## config.mk

```make
export PLATFORM = sky130hd
export DESIGN_NAME = regfile_wr_arb
export DESIGN_NICKNAME = d
export VERILOG_FILES = /design/src/rtl/regfile_wr_arb.sv
export SDC_FILE = /design/constraint.sdc
export NUM_CORES = 1
export LEC_CHECK = 0
export BUFFER_PORTS_ARGS = -buffer_cell sky130_fd_sc_hd__buf_2
export CORE_UTILIZATION = 50
export DETAILED_ROUTE_END_ITERATION = 7
export GPL_TIMING_DRIVEN = 1
export PLACE_DENSITY = 0.77
export SLEW_MARGIN = 20
export SYNTH_ARGS = -nofsm -noshare
export SYNTH_HDL_FRONTEND = slang
export SYNTH_SLANG_ARGS = --single-unit
```

## constraint.sdc

```tcl
create_clock -name clk -period 3.6 [get_ports clk]
set_input_delay 0.18 -clock clk [delete_from_list [all_inputs] [get_ports clk]]
set_output_delay 0.18 -clock clk [all_outputs]
set_load 0.05 [all_outputs]
```

## src/rtl/regfile_wr_arb.sv

```systemverilog
// Arbitrates the single regfile write port between the W-stage pipeline write and a 2-deep mul/div result FIFO.
// Optional macro REGFILE_WR_ARB_BYPASS_EN: an aux offer arriving at an empty FIFO on an idle port writes through in the same cycle.
module regfile_wr_arb #(
  parameter int STARVE_LIMIT = 4
) (
  input  logic        clk,
  input  logic        rst,
  input  logic        pipe_we,
  input  logic [4:0]  pipe_wa,
  input  logic [31:0] pipe_wd,
  input  logic        stallW,
  input  logic        aux_valid,
  input  logic [4:0]  aux_wa,
  input  logic [31:0] aux_wd,
  output logic        aux_ready,
  output logic        rf_we,
  output logic [4:0]  rf_wa,
  output logic [31:0] rf_wd,
  input  logic [4:0]  ra1,
  input  logic [4:0]  ra2,
  output logic        pend_hit1,
  output logic        pend_hit2,
  output logic        stall_req
);

  localparam logic [3:0] LIMIT = 4'(STARVE_LIMIT);

  // Entry 0 is always the head; valid entries are kept contiguous from 0.
  logic [1:0]  vld_q, kill_q, vld_d, kill_d, hit;
  logic [4:0]  wa_q [2];
  logic [4:0]  wa_d [2];
  logic [31:0] wd_q [2];
  logic [31:0] wd_d [2];
  logic [3:0]  starve_q, starve_d;
  logic        pw, pop, enq, byp;

  assign pw        = pipe_we & ~stallW & (pipe_wa != 5'd0);
  assign aux_ready = ~vld_q[1];
  assign pop       = ~pw & vld_q[0] & ~rst;

`ifdef REGFILE_WR_ARB_BYPASS_EN
  assign byp = aux_valid & ~vld_q[0] & ~pw & ~rst;
`else
  assign byp = 1'b0;
`endif

  assign enq = aux_valid & aux_ready & ~byp;

  // The pipeline write is younger than anything already queued, so it kills matching entries.
  assign hit[0] = pw & vld_q[0] & (wa_q[0] == pipe_wa);
  assign hit[1] = pw & vld_q[1] & (wa_q[1] == pipe_wa);

  assign pend_hit1 = (ra1 != 5'd0) &
                     ((vld_q[0] & ~kill_q[0] & (wa_q[0] == ra1)) |
                      (vld_q[1] & ~kill_q[1] & (wa_q[1] == ra1)));
  assign pend_hit2 = (ra2 != 5'd0) &
                     ((vld_q[0] & ~kill_q[0] & (wa_q[0] == ra2)) |
                      (vld_q[1] & ~kill_q[1] & (wa_q[1] == ra2)));

  always_comb begin
    rf_we = 1'b0;
    rf_wa = 5'd0;
    rf_wd = 32'd0;
    if (pw) begin
      rf_we = 1'b1;
      rf_wa = pipe_wa;
      rf_wd = pipe_wd;
    end else if (pop) begin
      rf_we = ~kill_q[0] & (wa_q[0] != 5'd0);
      rf_wa = wa_q[0];
      rf_wd = wd_q[0];
    end else if (byp) begin
      rf_we = (aux_wa != 5'd0);
      rf_wa = aux_wa;
      rf_wd = aux_wd;
    end
  end

  always_comb begin
    vld_d  = vld_q;
    kill_d = kill_q | hit;
    wa_d   = wa_q;
    wd_d   = wd_q;
    if (pop) begin
      vld_d  = {1'b0, vld_q[1]};
      kill_d = {1'b0, kill_q[1] | hit[1]};
      wa_d[0] = wa_q[1];
      wd_d[0] = wd_q[1];
    end
    // A newly accepted entry is never killed by a same-cycle pipeline write; it is younger.
    if (enq) begin
      if (vld_d[0]) begin
        vld_d[1]  = 1'b1;
        kill_d[1] = (aux_wa == 5'd0);
        wa_d[1]   = aux_wa;
        wd_d[1]   = aux_wd;
      end else begin
        vld_d[0]  = 1'b1;
        kill_d[0] = (aux_wa == 5'd0);
        wa_d[0]   = aux_wa;
        wd_d[0]   = aux_wd;
      end
    end
  end

  always_comb begin
    starve_d = starve_q;
    if (pop || !vld_q[0])
      starve_d = 4'd0;
    else if (starve_q != 4'hf)
      starve_d = starve_q + 4'd1;
  end

  always_ff @(posedge clk) begin
    if (rst) begin
      vld_q     <= 2'b00;
      kill_q    <= 2'b00;
      starve_q  <= 4'd0;
      stall_req <= 1'b0;
    end else begin
      vld_q     <= vld_d;
      kill_q    <= kill_d;
      wa_q      <= wa_d;
      wd_q      <= wd_d;
      starve_q  <= starve_d;
      stall_req <= (starve_d >= LIMIT);
    end
  end

endmodule

```

==> qor.csv <==
metric;value;unit
synth_area_leaders;edfxtp_1 (51%), mux2i_1 (8.8%), a22o_1 (7.7%), nand3_1 (5.2%), xor2_1 (5.0%);
cp_slowest_cell;and2_1;
syn-instance-count;367;
hold_path_startpoint;aux_wd[15];
yosysTopAreaCell;edfxtp_1;
overflow;0;
start_kind;register;
holdPathStages;1;
ys_seq_area_share;55.32;%
row_count;33;
clkTransAtPathRegs;0.09;ns
drt-total-wl;10280;µm
final_util;63.83;%
reg2reg_depth;5;
synth_top_cell_area_share;51.17;%
whs_endpoint;wd_q[15];
n_antenna_cell;0;
setup_tns;0;ns
setup_viol;0;
wire_per_inst;17.14;µm
synth-async-reset-ratio;0;%
period_needed;2.385;ns
io_pins;131;
rsz0062_at_grt;false;
clk_latency;0.35;ns
critPathMaxStageDelay;0.79;ns
synth.net_count;457;
seq_area;2402;µm²
via_per_inst;5.840;
crit_type;reg2reg;
syn2layout_area_growth;21.98;%
cts_root_buffer;clkbuf_8;
layout.nets;580;
path_cells;nor2b_4, buf_4, and2_1, buf_4, o21ai_0;
cts_buffers;9;
hold_viol_final;0;
core_region_area;8299;µm²
ir_drop;275.5;µV
avgSynthCellArea;11.83;µm²
dominantRegCellSynth;edfxtp_1;
cts_buffer_depth;2;
worstPathRequired;3.70;ns
dr.pass1.iters;5;
r2r_slack;1.21;ns
multi_input_area;1798;µm²
synth.most_common_cell;edfxtp_1;
worstMarginPinSlew;0.8820;ns
slew_headroom;41.20;%
netlist_area;4343;µm²
cpMostUsedCell;buf_4;
ctsHtreeMaxLevel;3;
synth_edf_count;74;
worstPathArrival;2.48;ns
die-area;9062;µm²
fmax;419.2;MHz
synth_warnings;0;
hold_path.class;in2reg;
grt_usage;23.28;%
die_y;95.20;µm
nFillCells;666;
antenna_found_initial;0;
final_antenna_net_count;0;
pwr_density_cell;417.6;nW/µm²
leakage;0.002329;µW
grt_pass1_vias;3273;
outcome;finished clean;
dpl.hpwl;6925;µm
drtIter0Drc;222;
drv_cap;0;
end_kind;register;
portBuffers;130;
ys_types;39;
grt_start_max_net_pins;41;
cp_max_fo;39;
routabilityCongestion;0.9091;
initial_core_util;52.33;%
finClkSkew;0.008673;ns
synth_seq_cells;83;
layout-drive-gt1-share;32.93;%
grt_pass1_wl;15840;µm
fp.dieW;95.20;µm
synth_common_cells;edfxtp_1 (74), nand3_1 (45), a22o_1 (38), mux2i_1 (38), o21ai_0 (29);
report.final.slew_viol_count;0;
finalCritPeriodShare;66.26;%
rr_endpoint;wd_q[49];
drcViolationCount;0;
vias;3504;
rr_startpoint;vld_q[1];
cts_tree;done;
cts_setup_buffers;0;
cts.sinks;83;
[logic make-up after synthesis]
logic type	after synthesis	share of synthesized area [%]
AND/OR/NAND/NOR	86	10.52
flip-flops	83	55.32
AO/OA/AOI/OAI	93	14.84
adder cells (fa/ha/maj)	1	0.2881
multiplexers	38	8.758
XOR/XNOR	31	6.252
buffers and inverters	35	4.033
[layer usage]
| metal | global-route usage, % | share of wire (%) | vias up |
|---|---|---|---|
| met2 | 37.56 | 50 | 174 |
| li1 | - | - | 1660 |
| met4 | 10.86 | 1.9 | 0 |
| met5 | 0 | 0 | - |
| met1 | 30.75 | 41 | 1652 |
| met3 | 3.748 | 7.2 | 18 |
[worst max-delay path: cells and delay by family, from the launching register on]
family                 cells  cell delay (ns)
AO/OA/AOI/OAI              1             0.13
buffers and inverters      2             0.71
flip-flops                 1             0.38
AND/OR/NAND/NOR            2             0.91
[power by group]
part,switching (µW),internal (µW)
combinational,269,151
sequential,42.0,1110
clock,373,268
[state kept, by name, summed over array words and instances, names as in the netlist]
signal,flops
vld_q,2
wa_q,10
stall_req,1
wd_q,64
starve_q,4
kill_q,2
[worst max-delay path by stage]
stage	from	endpoint	slack [ns]	cells after the start
final	vld_q[1]	wd_q[49]	1.21	5
after global routing	vld_q[0]	rf_wd[9]	1.12	5
after CTS	vld_q[1]	wd_q[49]	1.25	5
after detailed placement	pipe_wa[0]	wd_q[49]	1.21	6
after global placement	pipe_wa[0]	wd_q[42]	1.29	6
after floorplan	pipe_wa[3]	wa_q[0]	0.61	6
[area by class of cell]
class,count,area share (%)
clock buffers,9,2.338
clock inverters,7,1.252
inverters,4,0.2834
multi-input cells,249,33.94
flip-flops and latches,83,45.35
well taps,105,2.480
repair buffers,143,14.36
[per-stage QoR]
| step | area (µm²) | worst slack [ns] | total power, µW | instances | hold WS, ns |
|---|---|---|---|---|---|
| floorplan | 4343 | 0.6149 | 1449 | 367 | 0.2789 |
| global placement | 5057 | 1.288 | 1572 | 579 | 0.3744 |
| detailed placement | 5057 | 1.208 | 1586 | 579 | 0.3762 |
| CTS | 5268 | 1.250 | 2218 | 597 | 0.0004197 |
| global route | 5298 | 1.117 | 2300 | 600 | 0.001608 |
| finish | 5298 | 1.215 | 2212 | 600 | 0.01590 |
[cells in the final DEF (no fill, tap or decap), types with 2 or more instances in the layout]
cell / count
a211oi_1: 2
a21oi_1: 6
a22o_1: 38
buf_2: 130
buf_4: 8
clkbuf_8: 9
clkinvlp_4: 2
dfxtp_1: 9
dlygate4sd3_1: 5
edfxtp_1: 74
inv_1: 3
inv_8: 3
mux2i_1: 38
nand2_1: 3
nand3_1: 45
nor2_1: 11
nor2b_1: 2
nor3_1: 7
nor4_1: 6
o21ai_0: 29
o21ai_1: 10
or4_1: 3
xnor2_1: 6
xor2_1: 25
[what timing repair did]
| item | in CTS | in global routing |
|---|---|---|
| hold buffers | 2 | 3 |
| endpoints found under the hold margin | 2 | 3 |
| gates resized for setup | 0 | 0 |
Note: power is estimated with default switching activity, not from simulation.
